===== src/rtl/clock_ctrl.sv =====
// rtl/clock_ctrl.sv - CPU clock generator with free-run, debounced single-step and halt
//
// Ports:
//   clk          system clock, all logic on its rising edge
//   reset_n      asynchronous active-low reset
//   mode_run     asynchronous slide switch: 1 = free run, 0 = manual step
//   step_btn     asynchronous raw pushbutton, active high, bouncy
//   halt         CPU halt request, synchronous to clk, level-sensitive
//   half_period  run-mode phase length in clk cycles (0 is treated as 1)
//   clk_cpu      registered CPU clock
//   running      high while free-running (low or high phase)
//   halted       high once the CPU has halted; cleared only by reset
module clock_ctrl #(
    parameter int DEBOUNCE_CYCLES  = 500000,
    parameter int STEP_HIGH_CYCLES = 5000000
) (
    input  logic        clk,
    input  logic        reset_n,
    input  logic        mode_run,
    input  logic        step_btn,
    input  logic        halt,
    input  logic [31:0] half_period,
    output logic        clk_cpu,
    output logic        running,
    output logic        halted
);

    localparam logic [31:0] DEB_LAST  = 32'(DEBOUNCE_CYCLES - 1);
    localparam logic [31:0] STEP_LAST = 32'(STEP_HIGH_CYCLES - 1);

    typedef enum logic [2:0] {
        MANUAL,
        STEP_HI,
        RUN_LO,
        RUN_HI,
        HALTED
    } state_t;

    state_t      state;
    state_t      state_next;

    logic [1:0]  mode_sync;
    logic [1:0]  btn_sync;
    logic        mode_s;
    logic        btn_s;

    logic        deb_level;
    logic        deb_prev;
    logic [31:0] deb_cnt;
    logic        step_strobe;

    logic [31:0] phase_cnt;
    logic [31:0] phase_last;
    logic        phase_done;
    logic        halt_latch;
    logic        halt_pend;
    logic        state_change;

    // Two-flop synchronizers for the asynchronous switch and button
    always_ff @(posedge clk or negedge reset_n) begin
        if (!reset_n) begin
            mode_sync <= 2'b00;
            btn_sync  <= 2'b00;
        end else begin
            mode_sync <= {mode_sync[0], mode_run};
            btn_sync  <= {btn_sync[0], step_btn};
        end
    end

    assign mode_s = mode_sync[1];
    assign btn_s  = btn_sync[1];

    // Debouncer: the accepted level follows the button only after it has
    // disagreed for DEBOUNCE_CYCLES consecutive cycles; any agreement restarts.
    always_ff @(posedge clk or negedge reset_n) begin
        if (!reset_n) begin
            deb_level <= 1'b0;
            deb_prev  <= 1'b0;
            deb_cnt   <= 32'd0;
        end else begin
            deb_prev <= deb_level;
            if (btn_s != deb_level) begin
                if (deb_cnt == DEB_LAST) begin
                    deb_level <= btn_s;
                    deb_cnt   <= 32'd0;
                end else begin
                    deb_cnt <= deb_cnt + 32'd1;
                end
            end else begin
                deb_cnt <= 32'd0;
            end
        end
    end

    assign step_strobe = deb_level & ~deb_prev;

    // A halt seen during a high phase is honoured when that phase ends
    assign halt_pend    = halt_latch | halt;
    assign phase_done   = (state == STEP_HI) ? (phase_cnt == STEP_LAST)
                                             : (phase_cnt == phase_last);
    assign state_change = (state_next != state);

    always_comb begin
        state_next = state;
        case (state)
            MANUAL: begin
                if (halt)             state_next = HALTED;
                else if (mode_s)      state_next = RUN_LO;
                else if (step_strobe) state_next = STEP_HI;
            end
            STEP_HI: begin
                if (phase_done)       state_next = halt_pend ? HALTED : MANUAL;
            end
            RUN_LO: begin
                if (halt)             state_next = HALTED;
                else if (!mode_s)     state_next = MANUAL;
                else if (phase_done)  state_next = RUN_HI;
            end
            RUN_HI: begin
                if (phase_done) begin
                    if (halt_pend)    state_next = HALTED;
                    else if (!mode_s) state_next = MANUAL;
                    else              state_next = RUN_LO;
                end
            end
            HALTED: begin
                state_next = HALTED;
            end
            default: begin
                state_next = MANUAL;
            end
        endcase
    end

    // Outputs are decoded from the next state so they change on the same
    // edge as the state register and come straight out of flops.
    always_ff @(posedge clk or negedge reset_n) begin
        if (!reset_n) begin
            state   <= MANUAL;
            clk_cpu <= 1'b0;
            running <= 1'b0;
            halted  <= 1'b0;
        end else begin
            state   <= state_next;
            clk_cpu <= (state_next == STEP_HI) || (state_next == RUN_HI);
            running <= (state_next == RUN_LO) || (state_next == RUN_HI);
            halted  <= (state_next == HALTED);
        end
    end

    // Phase counter, per-phase length snapshot and halt latch
    always_ff @(posedge clk or negedge reset_n) begin
        if (!reset_n) begin
            phase_cnt  <= 32'd0;
            phase_last <= 32'd0;
            halt_latch <= 1'b0;
        end else begin
            if (state_change) begin
                phase_cnt <= 32'd0;
            end else if ((state == STEP_HI) || (state == RUN_LO) || (state == RUN_HI)) begin
                phase_cnt <= phase_cnt + 32'd1;
            end

            // half_period is sampled only on phase entry; zero means one cycle
            if (state_change && ((state_next == RUN_LO) || (state_next == RUN_HI))) begin
                phase_last <= (half_period == 32'd0) ? 32'd0 : half_period - 32'd1;
            end

            if (state_change) begin
                halt_latch <= 1'b0;
            end else if (((state == STEP_HI) || (state == RUN_HI)) && halt) begin
                halt_latch <= 1'b1;
            end
        end
    end

endmodule


===== config.mk =====
export PLATFORM = sky130hd
export DESIGN_NAME = clock_ctrl
export DESIGN_NICKNAME = d
export VERILOG_FILES = /design/src/rtl/clock_ctrl.sv
export SDC_FILE = /design/constraint.sdc
export NUM_CORES = 1
export LEC_CHECK = 0
export BUFFER_PORTS_ARGS = -buffer_cell sky130_fd_sc_hd__buf_4
export CAP_MARGIN = 10
export CELL_PAD_IN_SITES_DETAIL_PLACEMENT = 0
export CELL_PAD_IN_SITES_GLOBAL_PLACEMENT = 2
export CORE_MARGIN = 4
export CORE_UTILIZATION = 40
export CTS_BUF_LIST = sky130_fd_sc_hd__clkbuf_4 sky130_fd_sc_hd__clkbuf_8
export CTS_CLUSTER_SIZE = 14
export DETAILED_ROUTE_END_ITERATION = 12
export GPL_ROUTABILITY_DRIVEN = 0
export PLACE_DENSITY = 0.82
export REMOVE_ABC_BUFFERS = 1
export SETUP_SLACK_MARGIN = 0.2
export SYNTH_ARGS = -nofsm -noshare
export SYNTH_HDL_FRONTEND = slang
export SYNTH_SLANG_ARGS = --single-unit

===== constraint.sdc =====
create_clock -name clk -period 4 [get_ports clk]
set_input_delay 0.4 -clock clk [delete_from_list [all_inputs] [get_ports clk]]
set_output_delay 0.4 -clock clk [all_outputs]
set_load 0.03 [all_outputs]

==> results of run 1 <==
[per-stage QoR]
stage / util / hold slack (ns) / total power, µW / std cells / instance area, µm²
6_report: 0.455 / 0.113 / 2540 / 915 / 6950
3_3_place_gp: 0.442 / 0.334 / 1840 / 900 / 6740
3_5_place_dp: 0.442 / 0.341 / 1860 / 900 / 6740
4_1_cts: 0.455 / 0.0901 / 2570 / 915 / 6950
5_1_grt: 0.455 / 0.0903 / 2690 / 915 / 6950
2_1_floorplan: - / 0.104 / 1680 / 643 / 6130
[routing by layer]
layer,vias to the layer above,global-route usage,share of wire
li1,2354,-,-
met1,2301,0.237,0.49
met2,94,0.260,0.45
met3,17,0.0266,0.037
met4,0,0.0629,0.020
met5,-,0,0
[critical path, cell delays in order, from the launching register on]
cell	delay, ns
dfrtp_1	0.53
or3b_1	0.56
a2111oi_2	0.35
o2111ai_1	0.19
o31ai_1	0.37
nand3_1	0.22
nand2_2	0.12
buf_4	0.46
mux2_2	0.39
[Yosys cell counts, drive strengths merged, types with 4 or more instances]
library cell,n,share of area
nor4bb,4,0.0064
inv,28,0.017
a21oi,17,0.014
nor3,22,0.018
o31ai,5,0.0082
clkbuf,15,0.0090
mux2i,4,0.0064
dfrtp,109,0.44
nand2b,11,0.011
buf,9,0.010
mux2,31,0.073
o2111ai,4,0.0056
nand3,35,0.028
and3,9,0.0090
nand4,15,0.015
o22ai,5,0.0050
nand2,42,0.026
o21ai,10,0.0080
nor2,132,0.079
nor4,13,0.013
a31oi,6,0.0060
xor2,46,0.064
and4,9,0.013
xnor2,48,0.067
[sequential cells by signal, summed over array words and instances, names as in the netlist]
register	count
deb_cnt	32
phase_cnt	32
phase_last	32
state	3
btn_sync	2
mode_sync	2
clk_cpu	1
deb_level	1
deb_prev	1
halt_latch	1
halted	1
running	1
[report_power, final]
| part | total [µW] | switching (µW) | internal, µW | leakage (µW) |
|---|---|---|---|---|
| logic | 441 | 157 | 284 | 0.00146 |
| clock network | 705 | 375 | 329 | 0.000106 |
| registers | 1400 | 165 | 1230 | 0.00143 |
| total | 2540 | 697 | 1840 | 0.00300 |
[final timing paths]
path                                      end         start  slack (ns)  depth (start not counted)
worst max-delay path            phase_last[2]      state[0]        0.68                          8
worst min-delay path             mode_sync[0]      mode_run        0.11                          1
max in group asynchronous          deb_cnt[7]       reset_n        2.89                          2
min in group asynchronous       phase_cnt[24]       reset_n        0.18                          1
worst max register to register  phase_last[2]      state[0]        0.68                          8
worst min register to register   mode_sync[1]  mode_sync[0]        0.36                          0
[cells by family after synthesis]
kind of cell / synth area share
simple gates: 0.241
flops: 0.436
xor+xnor: 0.132
compound gates: 0.0700
buf+inv: 0.0358
mux: 0.0796
fa+ha+maj: 0.00600
[area by class of cell]
| class | instances | area [µm²] | share of cell area |
|---|---|---|---|
| timing repair buffer | 46 | 345 | 0.0497 |
| sequential | 109 | 2730 | 0.393 |
| clock inverter | 3 | 43.8 | 0.00630 |
| inverter | 28 | 105 | 0.0151 |
| multi-input combinational | 506 | 3300 | 0.475 |
| clock buffer | 12 | 159 | 0.0229 |
| tap | 211 | 264 | 0.0380 |
==> results.md, run 1 <==
* Fillers at 1485
* Root buffer cell: clkbuf_8
* Synth unique cells at between 50 and 60
* H-tree levels at 3
* Vias in the first global route at between 4k and 5k
* DR vias at 4766
* Pre-CTS WS at ~0.7 ns
* Setup tns final at 0 ns
* Worst-path clk slew at 0.10 ns
* Cell Rows at between 40 and 50
* Setup violators final at 0
* Commonest cells after routing, fill and taps aside: 132 x nor2_1, 109 x dfrtp_1, 48 x xnor2_1, 46 x xor2_1, 46 x buf_4
* Clk_lat worst skew at a little under 0.4 ns
* IO Port Bufs at 39
* Crit Path Class: reg -> reg
* Starting density of the core at 0.410
* Nets at 740
* CP arrival at between 3 and 4 ns
* Max Cap Violations at 0
* CTS Sinks at about 110
* Worst Path Max Fanout at 31
* Slew Viols, Final at 0
* Crit end category: flop
* Unrepaired setup endpoints after global routing: no
* Clock skew at approximately 0.015 ns
* Mapped Area at about 6300 µm²
* Drt drc at 0
* Drt total wl at roughly 14 mm
* HPWL Detailed at 10.8 mm
* Inserted Clock Buffers at 9
* Core Box Area at between 15000 and 20000 µm²
* Grt ovf at 0
* Clock Tree Buf Depth at 2
* Ys Warns at 0
* Vias per std cell at ~5.2
* Setup slack after layout at approximately 0.68 ns
* CTS tree: built
* Number of flops mapped to enable cells by yosys at 0
* Initial antenna violation count at 0
* Post-Syn Instances at between 600 and 700
* Total track usage at 0.168
* Die area at 17700 µm²
* HP Class: in -> reg
* Final Cycle Share at 0.829
* # Post-CTS Setup Buffers at 0
* Register area share after synthesis at 0.436
* Synth Register Bits at ~110
* Avg Inst Size Synth at 9.38 µm²
* Largest net degree at the start of global routing at 86
* Die height at 133 µm
* Share of cells above drive strength 1 at 0.142
* Post-CTS Resized at 0
* Async SR Flop Fraction at 1.00
* Relative slew slack at 0.292
* Peak VDD IR at roughly 0.00016 V
* Area Overhead vs Synth at 11.1%
* First-pass GRT wire length at ~24 mm
* Starting DRT DRC Count at 341
* I/O Pins at 40
* Worst-margin pin slew at approximately 1.1 ns
* Antenna Nets Post-Route at 0
* Minimum clock period at approximately 3.3 ns
* Fin. Hold Viols at 0
* Primary FF master, synth: dfrtp_1
* Cts hold-fix bufs at 0
* Status: finished clean
* Worst EP required at 4.28 ns
* DRT Pass-1 Iters at 4
* Leakage at 0.00300 µW
* N_diodes at 0
* Power per Cell Area at 366 nW/µm²
* Most common cell after layout, fill and taps aside: nor2_1
* Avg WL per Cell at 15.7 µm
* Worst Setup Start Kind: flop
* Peak Freq at between 300 and 400 MHz
* Die Width at about 130 µm
No activity file was read; power rests on OpenSTA's default activity.
==> run 2, diff against run 1 <==
--- a/config.mk
+++ b/config.mk
@@ -10,12 +10,12 @@
 export CELL_PAD_IN_SITES_DETAIL_PLACEMENT = 0
 export CELL_PAD_IN_SITES_GLOBAL_PLACEMENT = 2
 export CORE_MARGIN = 4
-export CORE_UTILIZATION = 40
+export CORE_UTILIZATION = 36
 export CTS_BUF_LIST = sky130_fd_sc_hd__clkbuf_4 sky130_fd_sc_hd__clkbuf_8
 export CTS_CLUSTER_SIZE = 14
 export DETAILED_ROUTE_END_ITERATION = 12
 export GPL_ROUTABILITY_DRIVEN = 0
-export PLACE_DENSITY = 0.82
+export PLACE_DENSITY = 0.78
 export REMOVE_ABC_BUFFERS = 1
 export SETUP_SLACK_MARGIN = 0.2
 export SYNTH_ARGS = -nofsm -noshare
==> constraint.sdc (replaced) <==
create_clock -name clk -period 2.78 [get_ports clk]
set_input_delay 0.278 -clock clk [delete_from_list [all_inputs] [get_ports clk]]
set_output_delay 0.278 -clock clk [all_outputs]
set_load 0.03 [all_outputs]
==> results.md, run 2 (same netlist as run 1, synthesis figures left out) <==
* Status: finished with violations
* Failing checks: negative setup slack
* First-pass GRT wire length at roughly 26 mm
* DR vias at between 5k and 6k
* Largest net degree at the start of global routing at between 40 and 50
* HP Class: in -> reg
* DP Cell Count at about 960
* Reg2reg setup slack at -0.14 ns
* Worst R2R Path Depth at 8
* Minimum clock period at a little under 3 ns
* IO Port Bufs at 39
* Die Width at approximately 140 µm
* DRT Pass-1 Iters at 4
* Met1 WL at between 7 and 8 mm
* Met2 wire len at 7.51 mm
* Hold_sp: halt
* Post-Layout Cell Count at 989
* Vias per std cell at 5.11
* Crit Path Class: reg -> reg
* Antenna Nets Post-Route at 0
* Avg WL per Cell at approximately 17 µm
* Top layer used by detailed routing: met4
* Clk_lat worst skew at around 0.38 ns
* Slew Viols, Final at 0
* Reg2reg start: state[2]
* I/O Pins at 40
* Unrepaired setup endpoints after global routing: yes
* Starting density of the core at 0.372
* H-tree levels at 3
* Worst-margin pin slew at just under 0.6 ns
* Drt total wl at about 16 mm
* Grt ovf at 0
* Initial antenna violation count at 0
* Worst EP required at just over 3 ns
* Worst Setup Start Kind: flop
* Final Cycle Share at 1.05
* Max Cap Violations at 0
* Die area at ~20000 µm²
* Peak Freq at 343 MHz
* Setup tns final at -5.94 ns
* Share of cells above drive strength 1 at 0.268
* Most common cell after layout, fill and taps aside: dfrtp_1
* Nets at slightly above 800
* Worst Hold End: halt_latch
* Starting DRT DRC Count at 274
* Clock Tree Buf Depth at 2
* Root buffer cell: clkbuf_8
* Die height at around 140 µm
* Vias in the first global route at between 5k and 6k
* Setup violators final at 60
* Inserted Clock Buffers at 9
* Peak VDD IR at between 0.00015 and 0.0002 V
* Power per Cell Area at 463 nW/µm²
* Relative slew slack at 0.606
* Drt drc at 0
* CTS tree: built
* Crit end category: flop
* Clock skew at between 0.01 and 0.015 ns
* Area Overhead vs Synth at 26.3%
* Cell Rows at 47
* WHS Path Cells at 3
* Setup slack after layout at -0.139 ns
* Met3 WL at roughly 670 µm
* CTS Sinks at 109
* Fin. Hold Viols at 0
* Total track usage at 0.166
* Commonest cells after routing, fill and taps aside: 109 x dfrtp_1, 98 x nor2_1, 91 x buf_4, 48 x xnor2_1, 46 x xor2_1
* Worst Path Max Fanout at 11
* CP arrival at 3.19 ns
* Biggest registers after layout: deb_cnt (32), phase_cnt (32), phase_last (32)
* N_diodes at 0
* Worst-path clk slew at around 0.090 ns
* Leakage at 0.00335 µW
* Core Box Area at 16800 µm²
* HPWL Detailed at between 10 and 15 mm
* R2r endpoint: phase_last[14]
-- run 2: cell count changes in the layout (fill, tap and decap cells not counted), moves of 3 or more --
cell | previous run | this run
o21ai_0 | 10 | 6
nor2_4 | 0 | 20
nor2_2 | 0 | 14
clkbuf_16 | 0 | 3
buf_6 | 0 | 4
buf_4 | 46 | 91
nor2_1 | 132 | 98
buf_12 | 0 | 7
o21ai_1 | 0 | 4
dlygate4sd3_1 | 0 | 3
-- run 2: metal layers --
layer,track usage,vias to the layer above
li1,-,2498
met1,0.229,2423
met2,0.258,106
met3,0.0288,31
met4,0.0699,0
met5,0,-
-- run 2: final cells by class --
type,count,area (µm²)
Sequential cell,109,2730
Timing Repair Buffer,111,1040
Inverter,28,105
Clock inverter,2,17.5
Clock buffer,13,166
Fill cell,1641,8920
Tap cell,220,275
Multi-Input combinational cell,506,3560
-- run 2: worst max path at each step --
| stage | slack, ns | endpoint | cells past startpoint | start |
|---|---|---|---|---|
| 4_1_cts | 0.004 | phase_last[2] | 9 | state[1] |
| 6_report | -0.14 | phase_last[14] | 8 | state[2] |
| 2_1_floorplan | -1.21 | phase_last[0] | 7 | state[1] |
| 3_3_place_gp | 0.02 | phase_last[31] | 10 | half_period[10] |
| 3_5_place_dp | -0.16 | phase_last[2] | 9 | state[1] |
| 5_1_grt | -0.20 | phase_last[15] | 8 | state[0] |
-- run 2: per-stage QoR --
stage / power, µW / hold WS [ns] / util / instance area (µm²) / setup WS [ns]
after floorplan: 2420 / -0.0176 / - / 6130 / -1.21
after CTS: 3690 / 0.179 / 0.447 / 7510 / 0.00372
after detailed placement: 2730 / 0.290 / 0.424 / 7140 / -0.159
final: 3660 / 0.190 / 0.469 / 7900 / -0.139
after global routing: 3850 / 0.191 / 0.469 / 7900 / -0.202
after global placement: 2700 / 0.280 / 0.424 / 7140 / 0.0237
-- run 2: critical path, stage by stage (launching register included) --
cell	delay (ns)
dfrtp_1	0.39
or3b_4	0.46
a2111oi_4	0.45
o2111ai_2	0.19
or3_4	0.39
o31ai_4	0.30
nand2_4	0.13
clkbuf_16	0.20
mux2_4	0.30
-- run 2: power breakdown --
| group | switching [µW] | internal [µW] |
|---|---|---|
| logic | 270 | 447 |
| registers | 239 | 1770 |
| clock network | 532 | 396 |
| total | 1040 | 2620 |
-- run 2: timing repair --
action / 4_1_cts / 5_1_grt
hold buffers: 3 / 0
gates cloned: 2 / 3
setup endpoints to repair: 67 / 71
buffers inserted: 5 / 6
pin swaps: 3 / 33
endpoints found under the hold margin: 38 / 0
resized for setup: 17 / 67
==> run 3, diff against run 2 <==
--- a/config.mk
+++ b/config.mk
@@ -15,7 +15,7 @@
 export CTS_CLUSTER_SIZE = 14
 export DETAILED_ROUTE_END_ITERATION = 12
 export GPL_ROUTABILITY_DRIVEN = 0
-export PLACE_DENSITY = 0.78
+export PLACE_DENSITY_LB_ADDON = 0.15
 export REMOVE_ABC_BUFFERS = 1
 export SETUP_SLACK_MARGIN = 0.2
 export SYNTH_ARGS = -nofsm -noshare
==> constraint.sdc (replaced) <==
create_clock -name clk -period 2.6 [get_ports clk]
set_input_delay 0.26 -clock clk [delete_from_list [all_inputs] [get_ports clk]]
set_output_delay 0.26 -clock clk [all_outputs]
set_load 0.03 [all_outputs]
==> results.md, run 3 (same netlist as run 1, synthesis figures left out) <==
* Status: finished with violations
* Failing checks: negative setup slack
* Minimum clock period at just under 3 ns
* Fillers at between 1.5k and 2k
* Leakage at 0.00365 µW
* Antenna Nets Post-Route at 0
* Vias in the first global route at roughly 5.1k
* Starting DRT DRC Count at roughly 250
* Max Cap Violations at 0
* Design Area, Final at roughly 8400 µm²
* Share of cells above drive strength 1 at 0.319
* Crit Path Class: reg -> reg
* Die area at approximately 20000 µm²
* Area post-placement at about 7500 µm²
* Nets at 857
* N_diodes at 0
* Grt ovf at 0
* Drt drc at 0
* Setup slack after layout at -0.321 ns
* Setup violators final at 65
* Worst EP required at ~2.9 ns
* Unrepaired setup endpoints after global routing: yes
* Slowest cell delay on critical path at 0.43 ns
* CTS Sinks at roughly 110
* Most used cell, CP: buf_6
* DRT Pass-1 Iters at 5
* Drt total wl at approximately 17 mm
* Worst Path Max Fanout at 6
* Hold_ws at around 0.21 ns
* Avg WL per Cell at about 17 µm
* Most common cell after layout, fill and taps aside: buf_4
* I/O Pins at 40
* Largest net degree at the start of global routing at 45
* CTS tree: built
* Worst-path clk slew at approximately 0.10 ns
* CP Cell Sequence: or3b_4 > buf_6 > a21oi_2 > a222oi_1 > a31oi_1 > or3_4 > o31ai_4 > nand2_4 > buf_6 > buf_6 > mux2_4
* Initial antenna violation count at 0
* Commonest cells after routing, fill and taps aside: 137 x buf_4, 109 x dfrtp_1, 103 x nor2_1, 48 x xnor2_1, 46 x xor2_1
* IO Port Bufs at 39
* Total chip power at 4210 µW
* Crit end category: flop
* Clock skew at around 0.017 ns
* Starting density of the core at 0.372
* Slowest CP cell: or3_4
* Biggest registers after layout: deb_cnt (32), phase_cnt (32), phase_last (32)
* Root buffer cell: clkbuf_8
* Fin. Hold Viols at 0
* HPWL Detailed at 12.6 mm
* Clock Tree Buf Depth at 2
* H-tree levels at 3
* Post-Layout Cell Count at about 1.0k
* Inserted Clock Buffers at 9
* Worst Setup Start Kind: flop
* Peak VDD IR at around 0.00023 V
* Peak Freq at about 340 MHz
* Worst-margin pin slew at approximately 0.57 ns
* Final Cycle Share at 1.12
* CP arrival at about 3.2 ns
* Total track usage at 0.174
* Cell Rows at between 40 and 50
* HP Class: in -> reg
* Relative slew slack at 0.618
* First-pass GRT wire length at 27.0 mm
* Clk_lat worst skew at around 0.40 ns
* Area Overhead vs Synth at 34.0%
* DR vias at approximately 5.2k
* Slew Viols, Final at 0
* DP Cell Count at around 1.0k
* Die Width at around 140 µm
* Core Box Area at between 15000 and 20000 µm²
* Power per Cell Area at 502 nW/µm²
* Die height at ~140 µm
* Vias per std cell at roughly 5.0
* Reg2reg setup slack at -0.32 ns
==> run 3: cell count changes in the layout (fill, tap and decap cells not counted), moves of 2 or more <==
cell and change:
buf_12 +2, a21oi_2 +2, buf_4 +46, a21oi_1 -2, o21ai_1 -2, o21ai_2 +3
nor2_1 +5, buf_6 +5, nor2_4 -4
==> run 3: critical path, delay by kind of cell, from the launching register on <==
kind            cells  cell delay [ns]
compound gates      4             0.84
flops               1             0.40
mux                 1             0.28
buf+inv             3             0.40
simple gates        3             0.89
==> run 3: per-layer routing <==
metal,up-vias,GRT usage,share of wire
met2,100,0.270,0.45
li1,2593,-,-
met3,27,0.0292,0.034
met1,2487,0.245,0.48
met5,-,0,0
met4,0,0.0653,0.027
==> run 3: repair_timing <==
item | in CTS | in global routing
hold buffers | 3 | 0
buffers inserted | 7 | 6
endpoints found under the hold margin | 38 | 0
cloned | 2 | 3
endpoints found under the setup margin | 69 | 75
gates resized for setup | 27 | 65
pin swaps | 12 | 22
==> run 3: through the flow <==
stage | utilization | setup WS [ns] | setup TNS (ns)
global route | 0.498 | -0.432 | -21.31
detailed placement | 0.448 | -0.298 | -14.59
finish | 0.498 | -0.321 | -14.42
global placement | 0.448 | -0.266 | -12.94
floorplan | - | -1.39 | -54.13
CTS | 0.475 | -0.226 | -6.78
==> run 3: path summary, 6_finish.rpt <==
path / endpoint / from / cells after the start
worst max-delay path: phase_last[0] / state[0] / 11
worst min-delay path: halt_latch / halt / 3
worst max register to register: phase_last[0] / state[0] / 11
worst min register to register: mode_sync[1] / mode_sync[0] / 0
max in group asynchronous: phase_last[28] / reset_n / 3
min in group asynchronous: btn_sync[1] / reset_n / 2
==> run 3: cell type report <==
| cell class | instances | area, µm² | area share |
|---|---|---|---|
| clock buffer | 13 | 173 | 0.0206 |
| clock inverter | 3 | 42.5 | 0.00508 |
| inverter | 28 | 105 | 0.0125 |
| multi-input combinational | 506 | 3590 | 0.428 |
| sequential | 109 | 2730 | 0.325 |
| tap | 220 | 275 | 0.0328 |
| timing repair buffer | 163 | 1470 | 0.175 |
==> run 3: power breakdown <==
group          internal, µW  switching, µW  leakage, µW  total [µW]
clock network           534            588     0.000109        1120
registers              1900            203      0.00143        2100
logic                   622            368      0.00212         990
